===== src/rtl/pc_fetch_unit.sv =====
// rtl/pc_fetch_unit.sv - IF-stage PC register and req/ack instruction fetch sequencer
// Feeds the IF/ID instruction register; branches redirect with a one-cycle bubble.
module pc_fetch_unit #(
  parameter logic [31:0] RESET_PC = 32'h0000_0000,
  parameter logic [31:0] PC_STEP  = 32'd4
) (
  input  logic        Clk,
  input  logic        Reset,
  input  logic        PC_LdEn,
  input  logic        Branch_Taken,
  input  logic [31:0] Branch_Target,
  input  logic        Mem_Ack,
  input  logic [31:0] Mem_Instr,
  output logic        Mem_Req,
  output logic [31:0] Mem_Addr,
  output logic [31:0] PC,
  output logic [31:0] PC_plus4,
  output logic [31:0] Instr,
  output logic        Instr_Valid
);

  typedef enum logic [1:0] {
    S_IDLE     = 2'd0,
    S_REQ      = 2'd1,
    S_HOLD     = 2'd2,
    S_REDIRECT = 2'd3
  } state_t;

  state_t      state_q, state_d;
  logic [31:0] pc_q, pc_d;
  logic [31:0] instr_q, instr_d;
  logic        valid_q, valid_d;
  logic        mem_req_q;
  logic [31:0] target_aligned;
  logic        accept;

  assign target_aligned = Branch_Target & ~32'd3;
  assign accept         = Mem_Ack & ~Branch_Taken & (~valid_q | PC_LdEn);

  always_ff @(posedge Clk or posedge Reset) begin
    if (Reset) begin
      state_q   <= S_IDLE;
      pc_q      <= RESET_PC;
      instr_q   <= 32'd0;
      valid_q   <= 1'b0;
      mem_req_q <= 1'b0;
    end else begin
      state_q   <= state_d;
      pc_q      <= pc_d;
      instr_q   <= instr_d;
      valid_q   <= valid_d;
      mem_req_q <= (state_d == S_REQ);
    end
  end

  always_comb begin
    state_d = state_q;
    pc_d    = pc_q;
    instr_d = instr_q;
    valid_d = valid_q;
    // A taken branch outranks stalls and acks in every state.
    if (Branch_Taken) begin
      pc_d    = target_aligned;
      valid_d = 1'b0;
      state_d = S_REDIRECT;
    end else begin
      unique case (state_q)
        S_IDLE:     state_d = S_REQ;
        S_REDIRECT: state_d = S_REQ;
        S_REQ: begin
          if (valid_q && !PC_LdEn) begin
            // Decode is full: drop any ack, this PC is refetched after the stall.
            state_d = S_HOLD;
          end else if (accept) begin
            instr_d = Mem_Instr;
            valid_d = 1'b1;
            pc_d    = pc_q + PC_STEP;
          end else begin
            valid_d = valid_q & ~PC_LdEn;
          end
        end
        S_HOLD: begin
          if (PC_LdEn) begin
            valid_d = 1'b0;
            state_d = S_REQ;
          end
        end
        default: state_d = S_IDLE;
      endcase
    end
  end

  assign Mem_Req     = mem_req_q;
  assign Mem_Addr    = pc_q;
  assign PC          = pc_q;
  assign PC_plus4    = pc_q + PC_STEP;
  assign Instr       = instr_q;
  assign Instr_Valid = valid_q;

endmodule

===== config.mk =====
export PLATFORM = sky130hd
export DESIGN_NAME = pc_fetch_unit
export DESIGN_NICKNAME = d
export VERILOG_FILES = /design/src/rtl/pc_fetch_unit.sv
export SDC_FILE = /design/constraint.sdc
export NUM_CORES = 1
export LEC_CHECK = 0
export BUFFER_PORTS_ARGS = -buffer_cell sky130_fd_sc_hd__buf_2
export CORE_MARGIN = 1
export CORE_UTILIZATION = 46
export DETAILED_ROUTE_END_ITERATION = 16
export PLACE_DENSITY = 0.81
export SLEW_MARGIN = 40
export SYNTH_ARGS = -nofsm -noshare
export SYNTH_HDL_FRONTEND = slang
export SYNTH_SLANG_ARGS = --single-unit

===== constraint.sdc =====
create_clock -name Clk -period 3.3 [get_ports Clk]
set_clock_uncertainty 0.15 [all_clocks]
set_input_delay 0.66 -clock Clk [delete_from_list [all_inputs] [get_ports Clk]]
set_output_delay 0.66 -clock Clk [all_outputs]
set_load 0.05 [all_outputs]

== Word-level counts from Yosys, hierarchy flattened ==
Index checks and enable logic that the tools add are counted.

* Flip-flop bits (word level): 68
* Bits of input ports: 69
* Output and inout bits: 130
* Logic and storage cells: 44

* Add/sub/neg operators: 1
* Equality and inequality tests: 7
* Multiplexer cells: 13
* Bitwise gates (word level): 8
* Reduce and logical (&&, ||, !) cells: 10

{| class="wikitable"
|+ Operator list
! cell !! number
|-
| $mux 32 || 4
|-
| $add 32x3->32 const B || 1
|-
| $mux 2 || 3
|-
| $ne 3x3->1 const B || 2
|-
| $pmux 2 s3 || 1
|-
| $reduce_and 3->1 || 2
|-
| $eq 2x1->1 const B || 2
|-
| $eq 2x2->1 const B || 2
|-
| $mux 1 || 4
|-
| $not 1->1 || 4
|-
| $reduce_and 4->1 || 1
|-
| $reduce_bool 2->1 || 2
|-
| $and 1x1->1 || 3
|-
| $reduce_bool 3->1 || 1
|-
| $logic_not 2->1 || 1
|-
| $ne 2x2->1 const B || 1
|-
| $pmux 1 s2 || 1
|-
| $reduce_or 2->1 || 1
|-
| $logic_and 1x1->1 || 1
|-
| $logic_not 1->1 || 1
|-
| $or 1x1->1 || 1
|}

== Logic depth before layout (Yosys ltp) ==
Gate-level depths: netlist of run 1.

* Word-level depth: 7
* Mapped depth: 9
* Depth with buffers taken out: 6

== Least setup slack after synthesis of run 1 ==
No wires, ideal clock.

* Path type: reg-to-output
* Start: register pc_q[3] (netlist: Mem_Addr[3])
* End: output PC_plus4[26]
* Data arrival time: 2810 ps
* Required time: 2490 ps
* Setup slack: -320 ps
* Cell stages (with the launch flop): 7
* Buffers on the path: 1
* Cell sequence: dfrtp_1 -> ha_1 -> clkbuf_1 -> nand3_1 -> or4_4 -> nor4_4 -> xor2_1

* Cells in the longest elaborated chain, start to end: 1

{| class="wikitable"
|+ RTL lines
! element !! line !! RTL
|-
| from (decl) || 30 || <nowiki>logic [31:0] pc_q, pc_d;</nowiki>
|-
| from (signal assigned) || 49 || <nowiki>pc_q <= pc_d;</nowiki>
|-
| $add 32x3->32 || 96 || <nowiki>assign PC_plus4 = pc_q + PC_STEP;</nowiki>
|-
| to (decl) || 17 || <nowiki>output logic [31:0] PC_plus4,</nowiki>
|}

Every way passes these cells.

== Worst setup path in the final report of run 1 ==
* Start: register pc_q[7] (netlist: Mem_Addr[7])
* End: output PC_plus4[26]

The elaborated chain is that of the path after synthesis.

==> results of run 1 <==
registers in the layout, indices dropped and copies added (netlist names):
register     flops
Instr           32
Instr_Valid      1
state_q          2
Mem_Req          1
Mem_Addr        30
where the power goes:
| part | internal [uW] | leakage, uW | total [uW] | switching, uW |
|---|---|---|---|---|
| clock | 371 | 0.000103 | 697 | 326 |
| sequential | 1030 | 0.000783 | 1220 | 190 |
| combinational | 476 | 0.00161 | 1930 | 1450 |
final cells by class:
| class | count | area, um^2 | share of cell area |
|---|---|---|---|
| Multi-Input combinational cell | 260 | 1960 | 0.388 |
| Timing Repair Buffer | 202 | 1060 | 0.209 |
| Clock inverter | 6 | 65.1 | 0.0129 |
| Tap cell | 105 | 131 | 0.0261 |
| Clock buffer | 10 | 138 | 0.0273 |
| Inverter | 9 | 35.0 | 0.00695 |
| Sequential cell | 66 | 1660 | 0.329 |
what timing repair did:
| item | in CTS | in global routing |
|---|---|---|
| gates resized for setup | 2 | 5 |
| setup buffers | 0 | 0 |
| hold buffers | 0 | 0 |
| setup endpoints to repair | 7 | 4 |
Yosys cell counts (2+ instances only):
| cell | instances |
|---|---|
| mux2_2 | 32 |
| nand3_1 | 22 |
| buf_2 | 3 |
| nor3_1 | 9 |
| nor2_1 | 12 |
| a22o_1 | 2 |
| buf_1 | 2 |
| o21ai_0 | 14 |
| nand4_1 | 11 |
| and2_1 | 4 |
| nand3_2 | 2 |
| o311ai_0 | 6 |
| ha_1 | 4 |
| xor2_1 | 10 |
| a21oi_1 | 10 |
| and3_1 | 4 |
| a221o_1 | 8 |
| a22oi_1 | 4 |
| clkbuf_1 | 20 |
| o211ai_1 | 5 |
| nand2b_1 | 4 |
| and4_1 | 6 |
| nand2_1 | 33 |
| or4_1 | 5 |
| buf_4 | 38 |
| mux2i_1 | 5 |
| a21o_1 | 6 |
| o31a_1 | 2 |
| or3_1 | 4 |
| inv_1 | 9 |
| xnor2_1 | 18 |
| dfrtp_1 | 66 |
| nor2b_1 | 2 |
cells by family after synthesis:
group | after synthesis | share of synthesized area
and+or+nand+nor | 125 | 0.179
AOI/OAI and AO/OA | 60 | 0.108
buffers and inverters | 73 | 0.108
muxes | 37 | 0.105
adders and majority gates | 4 | 0.0128
DFF | 66 | 0.423
xor gates and xnor gates | 28 | 0.0628
other | 1 | 0.000961
layout by cell type, fill, tap and decap left out, types with 8 or more instances in the layout:
master	netlist	layout
o21ai_0	14	14
clkbuf_8	0	10
nor2_1	12	12
a21oi_1	10	10
nand3_1	22	22
inv_1	9	8
nand4_1	11	11
nor3_1	9	9
xnor2_1	18	13
buf_4	38	11
nand2_1	33	33
buf_2	3	189
dfrtp_1	66	60
mux2_2	32	32
a221o_1	8	8
xor2_2	0	8
worst paths after layout:
kind	start	to	slack, ps	depth (start not counted)
hold reg to reg	Instr[31]$_DFFE_PP0P_	Instr[31]$_DFFE_PP0P_	350	1
max in group asynchronous	Reset	Mem_Addr[4]$_DFFE_PP0P_	2190	3
hold / removal	Reset	Instr[29]$_DFFE_PP0P_	210	2
setup / recovery	Mem_Addr[7]$_DFFE_PP0P_	PC_plus4[26]	90	5
setup reg to reg	Mem_Addr[7]$_DFFE_PP0P_	Mem_Addr[26]$_DFFE_PP0P_	990	5
min in group Clk	Instr[31]$_DFFE_PP0P_	Instr[31]$_DFFE_PP0P_	350	1
metrics by stage:
step	instance area [um^2]	power [uW]
2_1_floorplan	4020	2770
3_3_place_gp	4820	3120
3_5_place_dp	4820	3170
4_1_cts	5020	3870
5_1_grt	5040	4020
6_report	5040	3840
per-layer routing:
metal  GRT usage  part of all wire
met2       0.389              0.51
met4      0.0731            0.0092
met5           0                 0
met3      0.0307             0.057
met1       0.304              0.43
==> flow_summary.yaml, run 1 <==
timing:
  fin_crit_sh: 0.974
  setup_slack_ps: 85.4
  fmax_mhz: 311
  drv_slew: 0
  slew_headroom: 0.600
  holdWs_ps: 215
  worst_pin_slew_ps: 599
  hold_violations: 0
  finalCriticalPeriod_ps: 3210
  finalSetupViolCount: 0
  rsz0062_at_grt: "no"
  tns_ps: 0
grt:
  gr-total-overflow: 0
  grt_pass1_vias: 3176
  grt_max_degree: 35
  antenna_found_initial: 0
  groute.usage.overall: 0.230
  grt_pass1_wl_um: 15800
critical_path:
  cp_slowest_stage_delay_ps: 600
  crit_type: "register to output pin"
  cp_slowest_cell: "or4_4"
  worstPathArrival_ps: 2400
  cp_max_fo: 7
  crit_chain: "nand4_1, or4_4, nor4_4, xor2_2, buf_2"
  worst-path-buf-inv: 1
  cp_top_family: "simple AND/OR/NAND/NOR gates"
  critPathRequiredTime_ps: 2490
  cp-end-kind: "output pin"
  critPathLaunchType: "register"
yosys:
  yosys-top-cells-area: "dfrtp_1 (42%), mux2_2 (9.2%), buf_4 (7.3%)"
  synth-seq-area-share: 0.423
  synth_flop_cell: "dfrtp_1"
  synth_edf_count: 0
  yosysUniqueCellTypes: 45
  netlist_instances: 394
  async_reset_ff_frac: 1.00
  synth_seq_cells: 66
  avgSynthCellArea_um2: 9.91
  ys.warnings.count: 0
  synth_area_um2: 3900
  yosysTopAreaCell: "dfrtp_1"
  synth_top_cell_area_share: 0.423
floorplanning:
  die_area_um2: 8860
  io_pins: 199
  die_w_um: 94.1
  start_util: 0.475
  fp-row-count: 33
  die-height_um: 94.1
  core_um2: 8220
cells_and_area:
  antenna_cells: 0
  nNetsFinal: 621
  utilization: 0.614
  drive_above_1_share: 0.505
  areaGrowthSynthToFinish_pct: 29.1
  instances_no_fill: 658
  n_fill_cell: 755
drt:
  ant_nets: 0
  via_count: 3530
  totalWireLength_um: 10200
  drt_iter0_drc: 100
  routedWlPerCell_um: 15.5
  viasPerCell: 5.36
  drt_first_pass_iters: 4
  remaining_drc_errors: 0
cts:
  cts_buffers: 9
  clk_path_buf_depth: 2
  htree_levels: 3
  root_buffer: "clkbuf_8"
  clock_sinks: 66
  cts_tree: "yes"
  clkTransAtPathRegs_ps: 80
  clock_latency_ps: 340
status:
  outcome: "complete, no violations"
placement:
  place_congestion: 0.833
  post-place-ws_ps: 311
  hpwl_um: 7370
  dp_cells: 642
  io_buffers: 190
power:
  irDropWorstVdd_uv: 471
  power.leakage_uw: 0.00249
  p_per_area_nw_per_um2: 763
min_path:
  min_path_type: "input port to async pin"
job:
  max_cap_viol_count: 0
Note: power is estimated with default switching activity, not from simulation.
==> run 2: changes to the inputs <==
- BUFFER_PORTS_ARGS: -buffer_cell sky130_fd_sc_hd__buf_2 -> unset
- CORE_UTILIZATION: 46 -> 69
- DONT_BUFFER_PORTS: unset -> 1
- PLACE_DENSITY: 0.81 -> 0.85
- clock period: 3.3 -> 4.2 ns (I/O delays scaled with it)
==> run 2 against run 1 <==
Against the previous run:
- sequential cell count unchanged
- die area down 33%
- power down 24%
- global-route usage up 11 points
- final area down 14%
- utilization up 18 points
- critical path depth up 1
- routed wire length down 1.9%
- sequential power up 17%
- non-clock buffer count down 141
- critical path type unchanged
- largest cell class unchanged
- largest power group is now sequential cells
- highest routed layer unchanged
==> flow_summary.yaml, run 2 (synthesized netlist as in run 1, its figures left out) <==
timing:
  fmax_mhz: 271
  rsz0062_at_grt: "no"
  tns_ps: 0
  fin_crit_sh: 0.877
  hold_violations: 0
  drv_slew: 0
  finalCriticalPeriod_ps: 3680
  worst_pin_slew_ps: 810
  slew_headroom: 0.456
  finalSetupViolCount: 0
critical_path:
  critPathLaunch: "Mem_Addr[2]$_DFFE_PP0P_"
  critPathLaunchType: "register"
  worstPathArrival_ps: 2690
  critPathRequiredTime_ps: 3210
  cp_max_fo: 7
  r2r-start: "Mem_Addr[2]$_DFFE_PP0P_"
  cp-end-kind: "output pin"
  crit_type: "register to output pin"
power:
  power.leakage_uw: 0.00191
  p_per_area_nw_per_um2: 675
  irDropWorstVdd_uv: 556
  finalPower_uw: 2920
cts:
  clock_sinks: 66
  clock_latency_ps: 340
  root_buffer: "clkbuf_8"
  cts_tree: "yes"
  postCtsSetupBuffers: 0
  clkTransAtPathRegs_ps: 70
  cts_buffers: 9
  htree_levels: 3
  hold_buffers: 0
  clk_path_buf_depth: 2
  postCtsResizedCells: 0
drt:
  drt_first_pass_iters: 5
  ant_nets: 0
  drt_iter0_drc: 259
  viasPerCell: 6.52
  routedWlPerCell_um: 20.6
  totalWireLength_um: 9990
  remaining_drc_errors: 0
  via_count: 3157
grt:
  grt_pass1_wl_um: 15500
  groute.usage.overall: 0.338
  grt_pass1_vias: 3114
  antenna_found_initial: 0
  grt_max_degree: 41
  gr-total-overflow: 0
placement:
  dp_cells: 468
  hpwl_um: 6970
  place_congestion: 0.885
  io_buffers: 0
floorplanning:
  io_pins: 199
  fp-row-count: 27
  core_um2: 5470
  die-height_um: 77.2
  die_area_um2: 5960
  die_w_um: 77.2
  start_util: 0.713
cells_and_area:
  largest_reg_flops: 32
  n_fill_cell: 372
  multi_input_area_um2: 1860
  regArea_um2: 1650
  drive_above_1_share: 0.291
  final_common_cell: "dfrtp_1"
  areaGrowthSynthToFinish_pct: 10.7
  nNetsFinal: 480
  instances_no_fill: 484
  final_cell_mix: "dfrtp_1 (65), buf_4 (61), nand2_1 (33)"
  antenna_cells: 0
min_path:
  min_path_type: "input port to async pin"
job:
  max_cap_viol_count: 0
status:
  outcome: "complete, no violations"
run 2: changes by cell type in the layout (fill, tap and decap cells not counted), moves of 4 or more:
cell / change
dfrtp_1: +5
xor2_2: -8
xnor2_1: +4
xnor2_2: -4
buf_4: +50
buf_2: -189
xor2_1: +8
dfrtp_2: -5
run 2: path summary, 6_finish.rpt:
check	endpoint	cells after the start	slack, ps
worst max-delay path	PC_plus4[12]	6	520
worst min-delay path	Instr[27]$_DFFE_PP0P_	1	300
worst max register to register	Mem_Addr[12]$_DFFE_PP0P_	6	1530
worst min register to register	Mem_Addr[29]$_DFFE_PP0P_	2	450
max in group asynchronous	Mem_Addr[5]$_DFFE_PP0P_	2	2790
min in group Clk	Instr_Valid$_DFFE_PP0P_	1	400
run 2: per-stage QoR:
stage / util / area [um^2] / hold slack [ps] / setup slack, ps
after detailed placement: 0.748 / 4090 / 440 / 956
after CTS: 0.789 / 4320 / 394 / 586
after global routing: 0.789 / 4320 / 352 / 402
final: 0.789 / 4320 / 297 / 516
after floorplan: - / 3920 / 477 / 400
after global placement: 0.746 / 4080 / 415 / 979
run 2: layer usage:
layer | GRT usage | up-vias | wire, um
met5 | 0 | - | 0
met2 | 0.574 | 227 | 5090
met4 | 0.128 | 0 | 223
met1 | 0.403 | 1517 | 3750
met3 | 0.0976 | 20 | 933
li1 | - | 1393 | -
run 2: worst max-delay path: stages (launching register included):
cell     delay [ps]
dfrtp_1         380
ha_1            380
inv_1           140
nor3_1          680
nand4_1         300
xnor2_1         240
buf_4           230
run 2: where the power goes:
part / internal, uW / leakage, uW / switching (uW) / total [uW]
sequential: 798 / 0.000788 / 631 / 1430
clock: 351 / 0.000112 / 253 / 604
combinational: 264 / 0.00101 / 619 / 882
run 2: area by class of cell:
class | count | area share
Clock buffer | 10 | 0.0319
Clock inverter | 6 | 0.0209
Timing Repair Buffer | 61 | 0.106
Tap cell | 72 | 0.0209
Sequential cell | 66 | 0.383
Inverter | 9 | 0.00811
Multi-Input combinational cell | 260 | 0.430
